File: src/rtl/clint_mtimer_ext.sv
// rtl/clint_mtimer_ext.sv - core-local interruptor: 64-bit mtime, per-hart mtimecmp, msip and ssip
// Timebase is either a synchronised RTC edge or a clk_i prescaler; single-cycle register port.
module clint_mtimer_ext #(
  parameter int unsigned NR_HARTS    = 1,
  parameter int unsigned DATA_WIDTH  = 64,
  parameter int unsigned ADDR_WIDTH  = 16,
  parameter int unsigned RTC_MODE    = 1,
  parameter int unsigned PRESCALE_W  = 16,
  parameter int unsigned SYNC_STAGES = 2
) (
  input  logic                    clk_i,
  input  logic                    rst_ni,
  input  logic                    rtc_i,
  input  logic                    req_i,
  input  logic                    we_i,
  input  logic [ADDR_WIDTH-1:0]   addr_i,
  input  logic [DATA_WIDTH-1:0]   wdata_i,
  input  logic [DATA_WIDTH/8-1:0] be_i,
  output logic                    rvalid_o,
  output logic [DATA_WIDTH-1:0]   rdata_o,
  output logic                    err_o,
  output logic [63:0]             mtime_o,
  output logic [NR_HARTS-1:0]     timer_irq_o,
  output logic [NR_HARTS-1:0]     msip_o,
  output logic [NR_HARTS-1:0]     ssip_o
);

  logic [63:0]            mtime_q, mtime_d;
  logic [63:0]            mtimecmp_q [NR_HARTS];
  logic [63:0]            mtimecmp_d [NR_HARTS];
  logic [NR_HARTS-1:0]    msip_q, msip_d, ssip_q, ssip_d, irq_q, irq_d;
  logic [PRESCALE_W-1:0]  prescale_q, prescale_d, cnt_q, cnt_d;
  logic [SYNC_STAGES-1:0] rtc_sync_q, rtc_sync_d;
  logic                   rtc_prev_q, rtc_prev_d;
  logic                   rvalid_q, rvalid_d, err_q, err_d;
  logic [DATA_WIDTH-1:0]  rdata_q, rdata_d, rsel;

  logic [31:0] addr, msip_idx, cmp_idx, ssip_idx, wd32;
  logic [63:0] wd64, rd64;
  logic [7:0]  be64;
  logic [3:0]  be32;
  logic        msip_hit, cmp_hit, mtime_hit, ssip_hit, presc_hit, hit, aligned, wr;
  logic        presc_wr, mtime_wr, tick, rtc_tick, presc_tick;

  function automatic logic [63:0] merge64(input logic [63:0] o, input logic [63:0] n,
                                          input logic [7:0] be);
    logic [63:0] r;
    r = o;
    for (int b = 0; b < 8; b++) if (be[b]) r[8*b +: 8] = n[8*b +: 8];
    return r;
  endfunction

  function automatic logic [31:0] merge32(input logic [31:0] o, input logic [31:0] n,
                                          input logic [3:0] be);
    logic [31:0] r;
    r = o;
    for (int b = 0; b < 4; b++) if (be[b]) r[8*b +: 8] = n[8*b +: 8];
    return r;
  endfunction

  function automatic logic [63:0] lane32(input logic [31:0] v, input logic hi);
    return hi ? {v, 32'b0} : {32'b0, v};
  endfunction

  assign addr = 32'(addr_i);

  // Everything is viewed as a 64-bit word; on a 32-bit bus addr[2] picks the half.
  if (DATA_WIDTH == 64) begin : g_dw64
    assign wd64 = wdata_i;
    assign be64 = be_i;
    assign rsel = rd64;
  end else begin : g_dw32
    assign wd64 = {wdata_i, wdata_i};
    assign be64 = addr[2] ? {be_i, 4'b0} : {4'b0, be_i};
    assign rsel = addr[2] ? rd64[63:32] : rd64[31:0];
  end

  assign wd32 = addr[2] ? wd64[63:32] : wd64[31:0];
  assign be32 = addr[2] ? be64[7:4] : be64[3:0];

  always_comb begin
    msip_idx  = addr >> 2;
    cmp_idx   = (addr - 32'h4000) >> 3;
    ssip_idx  = (addr - 32'hC000) >> 2;
    presc_hit = (addr[31:2] == 30'(32'hD000 >> 2));
    msip_hit  = addr < 32'(4 * NR_HARTS);
    cmp_hit   = (addr >= 32'h4000) && (addr < 32'h4000 + 32'(8 * NR_HARTS));
    mtime_hit = (addr >= 32'hBFF8) && (addr < 32'hC000);
    ssip_hit  = (addr >= 32'hC000) && (addr < 32'hC000 + 32'(4 * NR_HARTS)) && !presc_hit;
    hit       = msip_hit | cmp_hit | mtime_hit | ssip_hit | presc_hit;
    if (cmp_hit || mtime_hit) aligned = (DATA_WIDTH == 64) ? (addr[2:0] == 3'b0) : (addr[1:0] == 2'b0);
    else                      aligned = (addr[1:0] == 2'b0);
    err_d     = req_i & ~(hit & aligned);
    wr        = req_i & we_i & hit & aligned;
    presc_wr  = wr & presc_hit;
    mtime_wr  = wr & mtime_hit & (|be64);
    rvalid_d  = req_i;

    rd64   = '0;
    msip_d = msip_q;
    ssip_d = ssip_q;
    for (int i = 0; i < NR_HARTS; i++) begin
      if (msip_hit && msip_idx == 32'(i)) begin
        rd64 = lane32({31'b0, msip_q[i]}, addr[2]);
        if (wr && be32[0]) msip_d[i] = wd32[0];
      end
      if (ssip_hit && ssip_idx == 32'(i)) begin
        rd64 = lane32({31'b0, ssip_q[i]}, addr[2]);
        if (wr && be32[0]) ssip_d[i] = wd32[0];
      end
      mtimecmp_d[i] = mtimecmp_q[i];
      if (cmp_hit && cmp_idx == 32'(i)) begin
        rd64 = mtimecmp_q[i];
        if (wr) mtimecmp_d[i] = merge64(mtimecmp_q[i], wd64, be64);
      end
      irq_d[i] = (mtime_q >= mtimecmp_q[i]);
    end
    if (mtime_hit) rd64 = mtime_q;
    if (presc_hit) rd64 = lane32(32'(prescale_q), addr[2]);

    rdata_d = (req_i && !we_i && !err_d) ? rsel : '0;

    // Prescaler: count 0..P, tick on P; a PRESCALE write restarts it without ticking.
    prescale_d = presc_wr ? PRESCALE_W'(merge32(32'(prescale_q), wd32, be32)) : prescale_q;
    presc_tick = (cnt_q == prescale_q) && !presc_wr;
    if (presc_wr || cnt_q == prescale_q) cnt_d = '0;
    else                                 cnt_d = cnt_q + PRESCALE_W'(1);

    rtc_sync_d = {rtc_sync_q[SYNC_STAGES-2:0], rtc_i};
    rtc_prev_d = rtc_sync_q[SYNC_STAGES-1];
    rtc_tick   = rtc_sync_q[SYNC_STAGES-1] & ~rtc_prev_q;
    tick       = (RTC_MODE != 0) ? rtc_tick : presc_tick;

    if (mtime_wr)  mtime_d = merge64(mtime_q, wd64, be64);
    else if (tick) mtime_d = mtime_q + 64'd1;
    else           mtime_d = mtime_q;
  end

  always_ff @(posedge clk_i or negedge rst_ni) begin
    if (!rst_ni) begin
      mtime_q    <= '0;
      for (int i = 0; i < NR_HARTS; i++) mtimecmp_q[i] <= '0;
      msip_q     <= '0;
      ssip_q     <= '0;
      irq_q      <= '0;
      prescale_q <= '0;
      cnt_q      <= '0;
      rtc_sync_q <= '0;
      rtc_prev_q <= 1'b0;
      rvalid_q   <= 1'b0;
      err_q      <= 1'b0;
      rdata_q    <= '0;
    end else begin
      mtime_q    <= mtime_d;
      for (int i = 0; i < NR_HARTS; i++) mtimecmp_q[i] <= mtimecmp_d[i];
      msip_q     <= msip_d;
      ssip_q     <= ssip_d;
      irq_q      <= irq_d;
      prescale_q <= prescale_d;
      cnt_q      <= cnt_d;
      rtc_sync_q <= rtc_sync_d;
      rtc_prev_q <= rtc_prev_d;
      rvalid_q   <= rvalid_d;
      err_q      <= err_d;
      rdata_q    <= rdata_d;
    end
  end

  assign rvalid_o    = rvalid_q;
  assign err_o       = err_q;
  assign rdata_o     = rdata_q;
  assign mtime_o     = mtime_q;
  assign timer_irq_o = irq_q;
  assign msip_o      = msip_q;
  assign ssip_o      = ssip_q;

endmodule

File: config.mk
export PLATFORM = sky130hd
export DESIGN_NAME = clint_mtimer_ext
export DESIGN_NICKNAME = d
export VERILOG_FILES = /design/src/rtl/clint_mtimer_ext.sv
export SDC_FILE = /design/constraint.sdc
export NUM_CORES = 1
export LEC_CHECK = 0
export CORE_MARGIN = 3
export CORE_UTILIZATION = 35
export CTS_BUF_LIST = sky130_fd_sc_hd__clkbuf_16
export CTS_CLUSTER_SIZE = 25
export DETAILED_ROUTE_END_ITERATION = 10
export GPL_TIMING_DRIVEN = 0
export HOLD_SLACK_MARGIN = 0.15
export SETUP_SLACK_MARGIN = 0.05
export SLEW_MARGIN = 0
export SYNTH_ARGS = -nofsm -noshare
export SYNTH_HDL_FRONTEND = slang
export SYNTH_SLANG_ARGS = --single-unit
File: constraint.sdc
create_clock -name clk_i -period 6.8 [get_ports clk_i]
set_input_delay 1.36 -clock clk_i [delete_from_list [all_inputs] [get_ports clk_i]]
set_output_delay 1.36 -clock clk_i [all_outputs]
set_load 0.02 [all_outputs]
Word level (Yosys, flattened, before mapping) --
Cells that the tools add are included.
Storage, ports and cells: flip-flop bits (word level) 216, latch bits 0, bits in writable memories 0, memory bits (read-only) 0, output and inout port bits 133, memories 0
Operators by class: $add $sub $neg 3, $mul 0, divide/modulo/power cells 0, magnitude comparators 8, equal/unequal tests 9, shifts and indexed selects 0, multiplexer cells 22, bitwise logic cells 15, reductions and logical operators 41
Operator list (count):
- $mux 64 | 8
- $logic_not 32->1 | 3
- $mux 33 | 2
- $add 64x1->64 const B | 1
- $ge 64x64->1 | 1
- $mux 8 | 8
- $mux 48 | 1
- $ge 16x16->1 const B | 2
- $lt 16x16->1 const B | 2
- $reduce_and 2->1 | 12
- $reduce_and 3->1 | 8
- $sub 16x15->17 const B | 1
- $sub 16x16->17 const B | 1
- $ge 16x15->1 const B | 1
- $lt 16x15->1 const B | 1
- $lt 16x3->1 const B | 1
- $mux 16 | 1
- $ne 2x2->1 const B | 8
- $eq 14x14->1 const B | 1
- $logic_and 1x1->1 | 10
- $and 1x1->1 | 9
- $reduce_or 8->1 | 1
- $or 1x1->1 | 4
- $logic_not 1->1 | 3
- 7 further kinds | 8

Longest topological paths before layout --
Gate-level depths: netlist of the first run.
word-level depth 12, gate-level depth with buffers 10, mapped depth without buffers 8

Worst setup path after synthesis of the first run --
No wires, ideal clock.
path kind input to register, start point input addr_i[2], end point register mtime_q[2] (netlist: mtime_o[2]), library setup time 0.123 ns, arrival time 3.474 ns, data required time 6.677 ns, setup slack 3.204 ns, cell stages on the path 8, buffers on the path 3, cells stage by stage or4b_2 o21bai_1 and3_1 buf_2 buf_2 buf_2 nand2_1 o221a_2
On the way: longest elaborated chain between the ends 12, elaborated cells between the ends (all ways) 28, those cells by class 7 x order compare; 2 x eq/ne; 2 x mux; 8 x bitwise; 9 x reduce/logical
RTL lines:
- start: declaration | line 16 | input logic [ADDR_WIDTH-1:0] addr_i,
- $ge 16x15->1 / $lt 16x15->1 (equally long branches) | line 87 | cmp_hit = (addr >= 32'h4000) && (addr < 32'h4000 + 32'(8 * NR_HARTS));
- $logic_and 1x1->1 | line 87
- $or 1x1->1 (4 in series) | line 90 | hit = msip_hit | cmp_hit | mtime_hit | ssip_hit | presc_hit;
- $and 1x1->1 (2 in series) | line 94 | wr = req_i & we_i & hit & aligned;
- $and 1x1->1 * (2 in series) | line 96 | mtime_wr = wr & mtime_hit & (|be64);
- $ne 2x2->1 (no source line) / $reduce_bool 2->1 (equally long branches)
- $reduce_and 2->1 (no source line)
- end signal: assignment | line 154 | mtime_q <= mtime_d;
- end: declaration | line 28 | logic [63:0] mtime_q, mtime_d;
Mark *: on every way between the ends. The rest lies on a longest branch, timed or not. A chain may end at the register's enable or synchronous reset.

Worst setup path after layout of the first run --
start point input addr_i[2], end point register rdata_q[63] (netlist: rdata_o[63])
On the way: longest elaborated chain between the ends 12, elaborated cells between the ends (all ways) 36, those cells by class 2 x add/sub; 7 x order compare; 1 x eq/ne; 6 x mux; 7 x bitwise; 13 x reduce/logical
RTL lines:
- $ge 16x15->1 / $lt 16x15->1 (equally long branches) | line 87
- $logic_and 1x1->1 | line 87
- $or 1x1->1 (4 in series) | line 90
- $and 1x1->1 | line 93 | err_d = req_i & ~(hit & aligned);
- $not 1->1 | line 93
- $and 1x1->1 | line 93
- $logic_not 1->1 | line 121 | rdata_d = (req_i && !we_i && !err_d) ? rsel : '0;
- $logic_and 1x1->1 | line 121
- $mux 64 * | line 121
- net rdata_d[63] | line 36 | logic [DATA_WIDTH-1:0] rdata_q, rdata_d, rsel;
- end signal: assignment | line 165 | rdata_q <= rdata_d;
- end: declaration | line 36
The timed path passes the listed nets; every way through them passes the cells marked *.

==> impl_metrics.tcl, run 1 <==
set metrics [dict create \
    run_status "finished clean" \
    drv.max_cap_violation_count 0 \
    ys.flop_type "dfrtp_1" \
    synth_largest_area_cell "dfrtp_1" \
    slew_headroom_pct 22.98 \
    placement.cell_area_mm2 0.01497 \
    worst_skew_pair.late_latency_ps 540 \
    port_buffers 223 \
    timing.reg2reg.worst_path_depth 7 \
    clock-skew-final_ps 9.826 \
    synth_cell_types 62 \
    power_uw 3188 \
    critical_path_required_ps 7270 \
    cts_hold_buffers 0 \
    synth_edf_count 0 \
    synth_adder_area_share_pct 7.228 \
    grt.met2_usage_pct 37.79 \
    worst_setup_hold_path_clk_slew_ps 60 \
    setup_repair_after_global_routing_missed_its_margin "no" \
    cellPowerDensity_mw_per_mm2 201.4 \
    slew_viol_final 0 \
    synth_top_area_share_pct 44.61 \
    detail_route.iter0.violations 899 \
    finalWorstSetupSlack_ps 2252 \
    nNetsFinal 1652 \
    post_synth_main_area_contributors "dfrtp_1, mux2_2, ha_1" \
    power_leakage_uw 0.006573 \
    layout_min_cycle_time_ps 4548 \
    ctsRootBufferMaster "clkbuf_16" \
    cp-start-kind "input port" \
    wl_per_cell_um 22.23 \
    die_area_mm2 0.03689 \
    cts-htree-levels 1 \
    finalHoldViolCount 0 \
    worst_ir_drop_vdd_mv 0.1723 \
    routabilityCongestion 0.9186 \
    final_cells 1957 \
    vias 11220 \
    type_of_the_most_critical_hold_path "register to register" \
    synth-simple-area-share_pct 17.77 \
    cts_tree "built" \
    finalCoreUtilization_pct 46.72 \
    yosys_register_bits 216 \
    placeableCoreArea_mm2 0.03387 \
    tritoncts_sink_count 216 \
    grt_first_pass_wirelength_um 66110 \
    place.detailed.instances 1909 \
    post_synth_inst_count 1236 \
    antenna_violations_before_repair 3 \
    synth-compound-area-share_pct 16.34 \
    boundaryPins 226 \
    crit_fanout 10 \
    clockBufferDepth 3 \
    async_set_reset_flop_share_out_of_synthesis_pct 100.0 \
    worst_hold_depth 0 \
    crit_path_end_kind "register" \
    placement.setup.worst_slack_ps 1672 \
    setup_viol_count_final 0 \
    chipWidth_um 192.1 \
    yosysWarningCount 0 \
    syn2layout_area_growth_pct 30.58 \
    met1_usage_pct 32.02 \
    max_clock_freq_mhz 219.9 \
    synth_area_mm2 0.01212 \
    start_util_pct 35.78 \
    synthesis.nets 1399 \
    grt_start_max_net_pins 89 \
    post_route_cells_drive_above_1_share_pct 11.74 \
    place.detailed.hpwl_um 33090 \
    critical_path_arrival_ps 5010 \
    drt_pass1_iterations 5 \
    route.antenna.remaining_nets 0 \
    groute.layer.met3.usage_pct 3.869 \
    grt_util_all_layers_pct 23.22 \
    globalRouteOverflowTotal 0 \
    synth.area.mux_share_pct 9.633 \
    critical_path_class "input port to register" \
    grt_pass1_vias 10920 \
    timing_worst_slew_pin_value_ps 1145 \
    row_count 67 \
    synth_top_family_by_area "simple AND/OR/NAND/NOR gates" \
    postCtsSetupBuffers 0 \
    synth_sequential_area_ratio_pct 44.61 \
    finalCritPeriodShare_pct 66.89 \
    synth_xor_xnor_area_share_pct 0 \
    numCtsBuffers 26 \
    gr-max-usage-layer "met2" \
    layout.cell_area.non_filler_mm2 0.01582 \
    synthesized_area_per_cell_um2 9.804 \
    post_cts.resized_instances 0 \
    drt_wl_total_um 43500 \
    detail_route.drc_violations 0 \
    viasPerCell 5.733 \
    die_y_um 192.1 \
]
-- placed cells by master, fill, tap and decap left out, types with 6 or more instances in the layout --
cell	n
clkdlybuf4s50_1	222
dfrtp_1	216
nor2_1	121
mux2_2	99
inv_1	86
nand2_1	83
ha_1	70
a21oi_1	67
a22oi_1	62
nand3_1	44
clkbuf_1	41
nand4_1	35
o21ai_0	35
nor3_1	30
clkbuf_16	27
nor4_1	25
a211oi_1	19
and3_1	16
a21o_1	14
nand2b_1	14
buf_2	11
o22ai_1	11
a211o_1	10
a31oi_1	10
and4_1	9
nand4_2	8
or4_1	7
o211ai_1	7
clkinv_2	7
o41ai_1	6
and2_1	6
o32ai_1	6
-- critical path, stage by stage --
cell and delay, ps:
clkdlybuf4s50_1 570, or4b_2 740, o21bai_1 460, and2_1 200, clkbuf_1 610, clkbuf_1 650, a22oi_1 280, nor2_1 140
-- report_power, final --
part           total (uW)  switching, uW  internal (uW)
registers            1390           72.2           1310
clock network        1400            575            830
logic                 397            222            175
-- kinds of logic after synthesis --
family	Yosys count
adder cells (fa/ha/maj)	70
multiplexers	103
AO/OA/AOI/OAI	290
AND/OR/NAND/NOR	418
buffers and inverters	139
flip-flops	216
-- path summary, 6_finish.rpt --
check	start	to	slack, ps
worst max-delay path	addr_i[2]	rdata_o[63]	2250
worst min-delay path	rtc_sync_q[0]	rtc_sync_q[1]	360
worst max register to register	mtime_o[2]	mtime_o[53]	3200
worst min register to register	rtc_sync_q[0]	rtc_sync_q[1]	360
max in group asynchronous	rst_ni	rdata_o[17]	4870
min in group asynchronous	rst_ni	rdata_o[30]	730
-- synthesized netlist by cell type (all sizes together), types with 7 or more instances --
library cell and number:
a211o 10, a211oi 19, a21o 14, a21oi 67, a22oi 62, a31oi 10
and3 16, and4 9, buf 15, clkbuf 41, dfrtp 216, ha 70
inv 83, mux2 99, nand2 83, nand2b 14, nand3 44, nand4 43
nor2 121, nor3 30, nor4 28, o211ai 7, o21ai 35, o22ai 11
or4 7
-- area by class of cell --
| type | count | area [um2] |
|---|---|---|
| Inverter | 83 | 311.5 |
| Timing Repair Buffer | 225 | 2292 |
| Antenna cell | 1 | 2.502 |
| Clock buffer | 27 | 675.6 |
| Sequential cell | 216 | 5405 |
| Buffer | 56 | 224.0 |
| Multi-Input combinational cell | 881 | 6177 |
| Tap cell | 448 | 560.5 |
| Fill cell | 3285 | 18040 |
| Clock inverter | 20 | 175.2 |
-- registers in the layout, summed over array words and instances, names as in the netlist --
register	cells
rtc_sync_q	2
rvalid_o	1
timer_irq_o	1
msip_o	1
mtimecmp_q	64
rtc_prev_q	1
prescale_q	16
ssip_o	1
err_o	1
rdata_o	64
mtime_o	64
-- routing by layer --
metal  routed length, um  part of all wire (%)  up-vias
met5                  25                 0.057        -
met4                1147                   2.6        4
met3                3260                   7.5       73
met2               20320                    47      493
met1               18750                    43     5543
li1                    -                     -     5106
-- stage by stage --
step | TNS [ps] | hold slack (ps)
after floorplan | 0 | 331.2
after global placement | -1153920 | 338.3
after detailed placement | 0 | 345.6
after CTS | 0 | 360.5
after global routing | 0 | 369.6
final | 0 | 357.9
Note: power is estimated with default switching activity, not from simulation.
==> run 2: changes to the inputs <==
==> constraint.sdc (replaced) <==
create_clock -name clk_i -period 4.7 [get_ports clk_i]
set_input_delay 0.94 -clock clk_i [delete_from_list [all_inputs] [get_ports clk_i]]
set_output_delay 0.94 -clock clk_i [all_outputs]
set_load 0.02 [all_outputs]
==> results of run 2 <==
Same layout as run 1 (identical final DEF). Status: finished clean.
Among the figures that moved: setup slack after placement 1672 ps -> -8.463 ps; setup slack after layout 2252 ps -> 571.6 ps; hold slack 357.9 ps -> 308.7 ps; register-to-register setup slack 3200 ps -> 1100 ps; total power 3188 uW -> 4612 uW; worst IR drop on VDD 0.1723 mV -> 0.2493 mV
